===== src/rtl/moonbase_io_bridge.sv =====
// moonbase_io_bridge: downstream bus stage for moonbase_cpu_4bit.
// Latches the 7-bit address from the CPU's multiplexed io_out, drives the
// external 256-nibble SRAM (code/data halves), and provides the device space:
// a 16-bit GPIO output, 8 GPIO inputs and a prescaled 8-bit countdown timer.
// Ports:
//   clk, reset      : rising-edge clock, asynchronous active-high reset
//   cpu_bus         : CPU io_out ([7]=strobe; address or {code, ram_we_n, dev_we_n, data})
//   cpu_ram_in      : SRAM read data back to CPU io_in[5:2]
//   cpu_dev_in      : device read data back to CPU io_in[7:6]
//   sram_addr/wdata/we_n/rdata : external SRAM interface
//   gpio_out, gpio_in : GPIO ports
//   timer_irq       : timer expired flag
module moonbase_io_bridge #(
    parameter int PRESCALE = 1000
) (
    input  logic        clk,
    input  logic        reset,
    input  logic [7:0]  cpu_bus,
    output logic [3:0]  cpu_ram_in,
    output logic [1:0]  cpu_dev_in,
    output logic [7:0]  sram_addr,
    output logic [3:0]  sram_wdata,
    output logic        sram_we_n,
    input  logic [3:0]  sram_rdata,
    output logic [15:0] gpio_out,
    input  logic [7:0]  gpio_in,
    output logic        timer_irq
);

    localparam int PW = (PRESCALE > 1) ? $clog2(PRESCALE) : 1;
    localparam logic [PW-1:0] PRESC_LAST = PW'(PRESCALE - 1);

    logic [6:0]    addr;
    logic          code;
    logic [3:0]    tmr_lo;
    logic [7:0]    count;
    logic          running;
    logic          expired;
    logic [PW-1:0] prescaler;

    logic       strobe;
    logic       dev_we;
    logic [3:0] data;
    logic [7:0] load_val;
    logic       tmr_load;
    logic       tmr_clear;
    logic       wrap;
    logic       expire;

    assign strobe = cpu_bus[7];
    assign data   = cpu_bus[3:0];
    assign dev_we = !strobe && !cpu_bus[4];

    assign load_val  = {data, tmr_lo};
    assign tmr_load  = dev_we && (addr[2:0] == 3'd5);
    assign tmr_clear = dev_we && (addr[2:0] == 3'd6);
    assign wrap      = (prescaler == PRESC_LAST);
    // A reload on the decrement edge suppresses the decrement, and with it any expiry.
    assign expire    = running && wrap && (count == 8'd1) && !tmr_load;

    always_ff @(posedge clk or posedge reset) begin
        if (reset) begin
            addr      <= '0;
            code      <= 1'b0;
            gpio_out  <= '0;
            tmr_lo    <= '0;
            count     <= '0;
            running   <= 1'b0;
            expired   <= 1'b0;
            prescaler <= '0;
        end else begin
            if (strobe)
                addr <= cpu_bus[6:0];
            else
                code <= cpu_bus[6];

            if (dev_we) begin
                case (addr[2:0])
                    3'd0:    gpio_out[3:0]   <= data;
                    3'd1:    gpio_out[7:4]   <= data;
                    3'd2:    gpio_out[11:8]  <= data;
                    3'd3:    gpio_out[15:12] <= data;
                    3'd4:    tmr_lo          <= data;
                    default: ;
                endcase
            end

            if (tmr_load) begin
                count     <= load_val;
                running   <= (load_val != 8'd0);
                prescaler <= '0;
            end else if (running) begin
                if (wrap) begin
                    prescaler <= '0;
                    count     <= count - 8'd1;
                    if (count == 8'd1)
                        running <= 1'b0;
                end else begin
                    prescaler <= prescaler + PW'(1);
                end
            end

            // Expiry wins over a same-cycle clear so an interrupt is never lost.
            if (expire)
                expired <= 1'b1;
            else if (tmr_clear)
                expired <= 1'b0;
        end
    end

    always_comb begin
        cpu_dev_in = 2'b00;
        case (addr[2:0])
            3'd0:    cpu_dev_in = gpio_in[1:0];
            3'd1:    cpu_dev_in = gpio_in[3:2];
            3'd2:    cpu_dev_in = gpio_in[5:4];
            3'd3:    cpu_dev_in = gpio_in[7:6];
            3'd4:    cpu_dev_in = {expired, running};
            3'd5:    cpu_dev_in = count[7:6];
            default: cpu_dev_in = 2'b00;
        endcase
    end

    assign sram_addr  = {code, addr};
    assign sram_wdata = cpu_bus[3:0];
    assign sram_we_n  = !(!strobe && !cpu_bus[5]);
    assign cpu_ram_in = sram_rdata;
    assign timer_irq  = expired;

endmodule


===== config.mk =====
export PLATFORM = sky130hd
export DESIGN_NAME = moonbase_io_bridge
export DESIGN_NICKNAME = d
export VERILOG_FILES = /design/src/rtl/moonbase_io_bridge.sv
export SDC_FILE = /design/constraint.sdc
export NUM_CORES = 1
export LEC_CHECK = 0
export CORE_MARGIN = 3
export CORE_UTILIZATION = 55
export CTS_BUF_LIST = sky130_fd_sc_hd__clkbuf_8
export CTS_CLUSTER_DIAMETER = 60
export CTS_CLUSTER_SIZE = 28
export DETAILED_ROUTE_END_ITERATION = 16
export PLACE_DENSITY = 0.95
export SLEW_MARGIN = 5
export SYNTH_ARGS = -nofsm -noshare
export SYNTH_HDL_FRONTEND = slang
export SYNTH_SLANG_ARGS = --single-unit

===== constraint.sdc =====
create_clock -name clk -period 5.5 [get_ports clk]
set_input_delay 0.55 -clock clk [delete_from_list [all_inputs] [get_ports clk]]
set_output_delay 0.55 -clock clk [all_outputs]
set_load 0.005 [all_outputs]

# After elaboration in Yosys (flattened, before gate mapping)
# Cells that the tools add are included.
# Widths: inputs -> output; s select.
# word_totals
word_cells,57
reg_bits,48
# op_classes
n_eq_ne,8
n_reduce_logical,23
mux,13
add_sub_neg,2
# ops
op,count
$mux 10,3
$mux 8,3
$pmux 2 s6,1
$reduce_and 2->1,6
$add 10x1->10 const B,1
$eq 10x10->1 const B,1
$eq 3x3->1 const B,3
$eq 8x1->1 const B,1
$reduce_bool 8->1,1
$sub 8x1->8 const B,1
$logic_and 1x1->1,7
$eq 3x2->1 const B,2
$mux 1,6
$reduce_bool 2->1,3
$logic_not 1->1,5
$eq 3x1->1 const B,1
$logic_not 3->1,1

# Depth between registers and ports, before layout
# Gate-level depths: netlist of the first run.
# depth
ltp_word,6
depth_mapped,6
ltp_nobuf,6

# Worst setup path before layout of the first run
# Ideal clock, no wire load.
# synth_timing
path_type,reg2reg
start,register prescaler[0]
end,register running
slack_ps,3669
path_buffers,0
t_required_ps,5380
path_stages_with_launch,6
arrival_ps,1712
synth_period_minus_slack_ps,1831
path_cell_list,dfrtp_1 -> ha_1 -> and4bb_1 -> nand3_1 -> or4_4 -> a31o_1
# synth_via
elab_chain_len,4
# synth_rtl
element,line_no,rtl
"start, declared",39,logic [PW-1:0] prescaler;
"start signal, assigned",99,prescaler <= prescaler + PW'(1);
$eq 10x10->1,57,assign wrap = (prescaler == PRESC_LAST);
$mux 1,93,if (wrap) begin
$mux 1,92,end else if (running) begin
$mux 1,88,if (tmr_load) begin
"end signal, assigned",90,running <= (load_val != 8'd0);
"end, declared",37,logic running;
# No other way between the ends.
# A chain may end at the register's enable or synchronous reset.

# Worst setup path after layout of the first run
# layout_timing
start,register addr[0]
end,output port cpu_dev_in[0]
# layout_via
elab_chain_len,2
word_cells_on_any_way,7
# layout_rtl
element,line_no,rtl
"start, declared",33,logic [6:0] addr;
"start signal, assigned",73,addr <= cpu_bus[6:0];
$eq 3x3->1 (tied with other cells),113,case (addr[2:0])
$pmux 2 s6 *,113,
"end, declared",20,"output logic [1:0] cpu_dev_in,"
# Every way passes the cells marked *; elsewhere a longest branch is shown, timed or not.

==> results.txt, run 1 <==
Async set or reset register ratio after synthesis: 100%
GR Overflow Total: 0
Final Wtd Congestion: 0.824
Crit-path max cell delay: 0.76 ns
CP Max Fanout: 18
Status: finished clean
Io pins: 58
Later-pin clock latency in the skew report: 0.31 ns
Syn_nets: 245
Maximum vdd drop: 0.237 mV
DR vias: 1901
Initial antenna violation count: 0
CTS H-Tree Depth: 2
Fin. Hold Viols: 0
Cts repair resizes: 0
CP bufs+invs: 1
Tightest Pin Transition: 0.976 ns
Finish-stage setup viols: 0
Register area share after synthesis: 49.3%
Static Leak: 1.20 nW
Hpwl dp: 3.94 mm
Post-CTS setup buffers: 0
Share of cells above drive strength 1: 18.1%
Area growth syn-to-layout: 22.8%
# DRC: 0
Wire per inst: 19.4 um
RSZ-0062 raised after global routing: false
Largest net degree at the start of global routing: 49
Pwr per Cell Area: 378 nW/um2
Setup TNS: 0 ns
Final worst clock skew: 0.0132 ns
Via density: 6.15
Crit path launch type: flip-flop
DR iter-0 viols: 219
Max_cap viols: 0
Longest Clk Path Bufs: 2
Critical path required time: 4.95 ns
Fmax: 0.360 GHz
Count of flip-flops with a built-in enable after synthesis: 0
Post-synthesis register bit count: 48
Top cells by area, synth: dfrtp_1, mux2_2, buf_4, a21oi_1, o21ai_0
Area leader, netlist: dfrtp_1
Pre-Repair DR Iteration Count: 4
CTS clk-pin slew, worst paths: 0.10 ns
Global-route wire length before repair: 9.78 mm
CTS Hold Bufs: 0
Yosys top cell area share: 49.3%
Tcrit/Tclk final: 50.5%
Core Box Area: 4140 um2
Post-Syn Area: 2440 um2
Final critical-path required period: 2.78 ns
Top post-synthesis cells by count: dfrtp_1, mux2_2, nand2_1, a21oi_1, o21ai_0
Syn Inst Count: 220
Die span in y: 72.6 um
Hold Path Class: reg -> reg
Gr usage total: 24.5%
Final Instance Area: 2990 um2
WS Path Type: reg -> out
Fill cell count: 291
CP arrival: 2.23 ns
CTS tree: built
Post-Place Cell Area: 2880 um2
TritonCTS Buffers: 5
DRT antenna net count: 0
Clk sinks: 48
Synth Flop Type: dfrtp_1
Ys Warns: 0
Port Buf Inserts: 49
Fin. max-slew vios: 0
Rows: 23
Avg Cell Area, Syn: 11.1 um2
Distinct cell type count after synthesis: 46
Count leader, synth: dfrtp_1
Crit. End Element: output port
Initial core utilization: 58.8%
CP delay by family, top: flip-flops
CTS Root Cell: clkbuf_8
N_diodes: 0
Die footprint: 5270 um2
Die X-Extent: 72.6 um
Vias in the first global route: 1937
Final nets: 283
Total wire length: 5.99 mm
Max-slew headroom: 34.9%
Critical path, cell by cell: mux2_2 > o311a_1 > clkdlybuf4s50_1
CP max-delay cell: dfrtp_1
==> cells by family after synthesis <==
logic type | synth area share, %
AND/OR/NAND/NOR | 17.1
multiplexers | 15.5
adder cells (fa/ha/maj) | 1.54
buffers and inverters | 4.88
AO/OA/AOI/OAI | 10.7
XOR/XNOR | 1.08
flip-flops | 49.3
==> worst reg2reg max path, delay by kind of cell, from the launching register on <==
| family | cells | cell delay (ns) |
|---|---|---|
| simple gates | 3 | 1.12 |
| fa+ha+maj | 1 | 0.25 |
| flops | 1 | 0.43 |
| compound gates | 1 | 0.23 |
==> layout by cell type, fill, tap and decap left out, drive strengths merged, types with 3 or more instances in the layout <==
cell type,netlist,layout
a31oi,3,3
nand4,3,3
or3,7,7
inv,3,3
clkdlybuf4s50,0,49
clkbuf,5,5
mux2i,5,5
nor2,10,10
a21oi,13,13
and4,3,3
nand2b,3,3
dfrtp,48,48
ha,3,3
nand3,8,8
o21ai,12,12
nand2,15,15
or4,4,4
mux2,29,29
==> registers in the layout, summed over array words and instances (netlist names) <==
name,flops
tmr_lo,4
addr,7
gpio_out,16
code,1
count,8
timer_irq,1
prescaler,10
running,1
==> per-layer routing <==
layer / part of all wire (%) / global-route usage (%) / vias to the layer above
met5: 0 / 0 / -
met4: 2.7 / 10.7 / 0
met3: 6.6 / 5.10 / 14
met2: 52 / 41.4 / 83
met1: 39 / 30.2 / 933
li1: - / - / 871
==> worst paths after layout <==
| check | slack (ns) | from | end | depth (start not counted) |
|---|---|---|---|---|
| worst max register to register | 3.37 | prescaler[0] | running | 5 |
| worst max-delay path | 2.72 | addr[0] | cpu_dev_in[0] | 3 |
| worst min register to register | 0.51 | code | code | 1 |
| max in group asynchronous | 4.09 | reset | count[0] | 2 |
| min in group asynchronous | 0.78 | reset | gpio_out[5] | 2 |
| worst min-delay path | 0.51 | code | code | 1 |
==> through the flow <==
stage	util [%]	total power [mW]	hold slack, ns	std cells	setup slack [ns]
6_report	72.3	1.13	0.512	309	2.72
3_5_place_dp	69.6	0.873	0.494	301	2.77
2_1_floorplan	-	0.705	0.468	220	3.67
3_3_place_gp	69.6	0.848	0.487	301	2.84
4_1_cts	72.3	1.13	0.517	309	2.74
5_1_grt	72.3	1.20	0.538	309	2.61
==> area by class of cell <==
type | count | area [um2] | share of cell area, %
multi-input cells | 151 | 1120 | 37.3
flip-flops and latches | 48 | 1200 | 40.1
clock inverters | 3 | 42.5 | 1.42
inverters | 3 | 11.3 | 0.376
repair buffers | 49 | 490 | 16.4
well taps | 50 | 62.6 | 2.09
clock buffers | 5 | 68.8 | 2.30
==> where the power goes <==
part           switching (mW)  total [mW]  internal (mW)
Clock                   0.127       0.261          0.135
Sequential              0.107       0.558          0.451
Combinational           0.117       0.312          0.195
Total                   0.351        1.13          0.781
No activity file was read; power rests on OpenSTA's default activity.
==> run 2, diff against run 1 <==
--- a/config.mk
+++ b/config.mk
@@ -6,12 +6,12 @@
 export NUM_CORES = 1
 export LEC_CHECK = 0
 export CORE_MARGIN = 3
-export CORE_UTILIZATION = 55
+export CORE_UTILIZATION = 46
 export CTS_BUF_LIST = sky130_fd_sc_hd__clkbuf_8
 export CTS_CLUSTER_DIAMETER = 60
 export CTS_CLUSTER_SIZE = 28
 export DETAILED_ROUTE_END_ITERATION = 16
-export PLACE_DENSITY = 0.95
+export PLACE_DENSITY = 0.87
 export SLEW_MARGIN = 5
 export SYNTH_ARGS = -nofsm -noshare
 export SYNTH_HDL_FRONTEND = slang
==> constraint.sdc (replaced) <==
create_clock -name clk -period 2.4 [get_ports clk]
set_input_delay 0.24 -clock clk [delete_from_list [all_inputs] [get_ports clk]]
set_output_delay 0.24 -clock clk [all_outputs]
set_load 0.005 [all_outputs]
==> results.txt, run 2 (synthesized netlist as in run 1, its figures left out) <==
Final Instance Area: 3060 um2 (+2.2%)
GR Overflow Total: 0 (unchanged)
Number of flip-flops in the largest register: 16 (unchanged)
Combinational power share: 29.0% (+1.5 points)
Gr usage total: 18.0% (-6.4 points)
Hold Path Class: in -> async
Initial antenna violation count: 0 (unchanged)
Clock share of power: 20.3% (-2.8 points)
Crit path launch type: flip-flop
CTS Hold Bufs: 0 (unchanged)
R2R depth: 5 (unchanged)
Seq pwr share: 50.7% (+1.3 points)
Vias in the first global route: 1852 (-4.4%)
CP arrival: 2.05 ns (-0.18 ns)
Cts repair resizes: 0 (unchanged)
Die X-Extent: 78.8 um (+8.6%)
Wire per inst: 15.8 um (-18%)
Fin. max-slew vios: 0 (unchanged)
Finish-stage setup viols: 0 (unchanged)
Setup TNS: 0 ns (unchanged)
Total power: 2.48 mW (+120%)
Biggest regs: gpio_out (16), prescaler (10), count (8)
CTS H-Tree Depth: 2 (unchanged)
DR vias: 1882 (-1.0%)
Fmax: 0.437 GHz
Hpwl dp: 3.81 mm (-3.2%)
Critical path required time: 2.16 ns (-2.79 ns)
Maximum vdd drop: 0.526 mV (+120%)
Pwr per Cell Area: 812 nW/um2 (+110%)
Final worst clock skew: 0.00875 ns (-0.00443 ns)
Setup WS post-layout: 0.113 ns (-2.61 ns)
DR iter-0 viols: 100 (-54%)
Area growth syn-to-layout: 25.5%
Cell-internal power: 1.72 mW (+120%)
Tightest Pin Transition: 0.547 ns (-0.429 ns)
Rows: 25 (+8.7%)
DRT antenna net count: 0 (unchanged)
Fill cell count: 379 (+30%)
CTS Root Cell: clkbuf_8
Core Box Area: 4910 um2 (+19%)
Post-Place Cell Area: 2960 um2 (+2.7%)
Io pins: 58 (unchanged)
Total wire length: 5.26 mm (-12%)
Max_cap viols: 0 (unchanged)
TritonCTS Buffers: 5 (unchanged)
Fin. Hold Viols: 0 (unchanged)
Via density: 5.67 (-7.9%)
Flop2flop setup slack: 0.35 ns (-3.02 ns)
Final Wtd Congestion: 0.855 (+3.8%)
Crit. End Element: output port
Biggest register: gpio_out
Switching Power: 0.759 mW (+120%)
Hold Worst Slack: 0.300 ns (-0.212 ns)
Clk sinks: 48 (unchanged)
Pre-CTS setup slack: 0.255 ns (-2.52 ns)
Port Buf Inserts: 49 (unchanged)
Commonest non-fill, non-tap cell in the layout: clkdlybuf4s50_1
Status: finished clean
Share of cells above drive strength 1: 20.0% (+1.9 points)
Die footprint: 6210 um2 (+18%)
Static Leak: 1.23 nW (+1.9%)
Sw Share: 30.6% (-0.42 points)
Max-slew headroom: 63.5% (+29 points)
WS Path Type: reg -> out
# DRC: 0 (unchanged)
R2r startpoint: prescaler[0]
Commonest non-fill, non-tap cells in the layout: clkdlybuf4s50_1, dfrtp_1, mux2_2, nand2_1
CTS clk-pin slew, worst paths: 0.08 ns (-0.02 ns)
Tcrit/Tclk final: 95.3%
CTS tree: built
CP Max Fanout: 14 (-4)
Initial core utilization: 49.6% (-9.2 points)
Final nets: 289 (+2.1%)
Die span in y: 78.8 um (+8.6%)
Post-CTS setup buffers: 0 (unchanged)
FF-to-FF End: running
Later-pin clock latency in the skew report: 0.30 ns (about the same)
Global-route wire length before repair: 8.97 mm (-8.3%)
N_diodes: 0 (unchanged)
Pre-Repair DR Iteration Count: 4 (unchanged)
Final critical-path required period: 2.29 ns
Longest Clk Path Bufs: 2 (unchanged)
Largest net degree at the start of global routing: 26 (-47%)
RSZ-0062 raised after global routing: false
[run 2: layer usage]
metal / vias up / global-route usage, % / routed length, um
li1: 887 / - / -
met2: 44 / 28.9 / 2640
met3: 7 / 4.54 / 288
met4: 0 / 3.67 / 41
met5: - / 0 / 0
met1: 944 / 24.8 / 2290
[run 2: critical path: stages (launching register included)]
cell and delay [ns]:
dfrtp_1 0.68, mux2i_1 0.25, nor2_1 0.06, a211oi_1 0.24
a21oi_1 0.06, clkdlybuf4s50_1 0.46
[run 2: through the flow]
step / util (%) / std cells
after floorplan: - / 220
after global routing: 62.3 / 332
after CTS: 62.3 / 332
after global placement: 60.3 / 324
after detailed placement: 60.3 / 324
final: 62.3 / 332
[run 2: final cells by class]
cell class,instances,area [um2],share of cell area [%]
Clock buffer,6,82.6,2.70
Multi-Input combinational cell,151,1120,36.5
Inverter,3,11.3,0.368
Sequential cell,48,1200,39.3
Clock inverter,2,15.0,0.491
Tap cell,67,83.8,2.74
Timing Repair Buffer,55,548,17.9
[run 2: worst max path at each step]
stage                       startpoint       endpoint  slack [ns]  cells past startpoint
after CTS                      addr[1]  cpu_dev_in[1]        0.11                      5
after floorplan           prescaler[0]        running        0.57                      5
after global routing           addr[1]  cpu_dev_in[1]        0.02                      5
after global placement      cpu_bus[7]      tmr_lo[2]        0.32                      4
after detailed placement    cpu_bus[7]   prescaler[7]        0.25                      5
final                          addr[1]  cpu_dev_in[1]        0.11                      5
[run 2: power groups by stage]
| stage | Clock (mW) | Combinational, mW | Sequential [mW] |
|---|---|---|---|
| after global routing | 0.552 | 0.799 | 1.31 |
| final | 0.505 | 0.719 | 1.26 |
| after global placement | 0 | 0.698 | 1.26 |
| after floorplan | 0 | 0.419 | 1.20 |
| after CTS | 0.520 | 0.732 | 1.26 |
| after detailed placement | 0 | 0.726 | 1.27 |
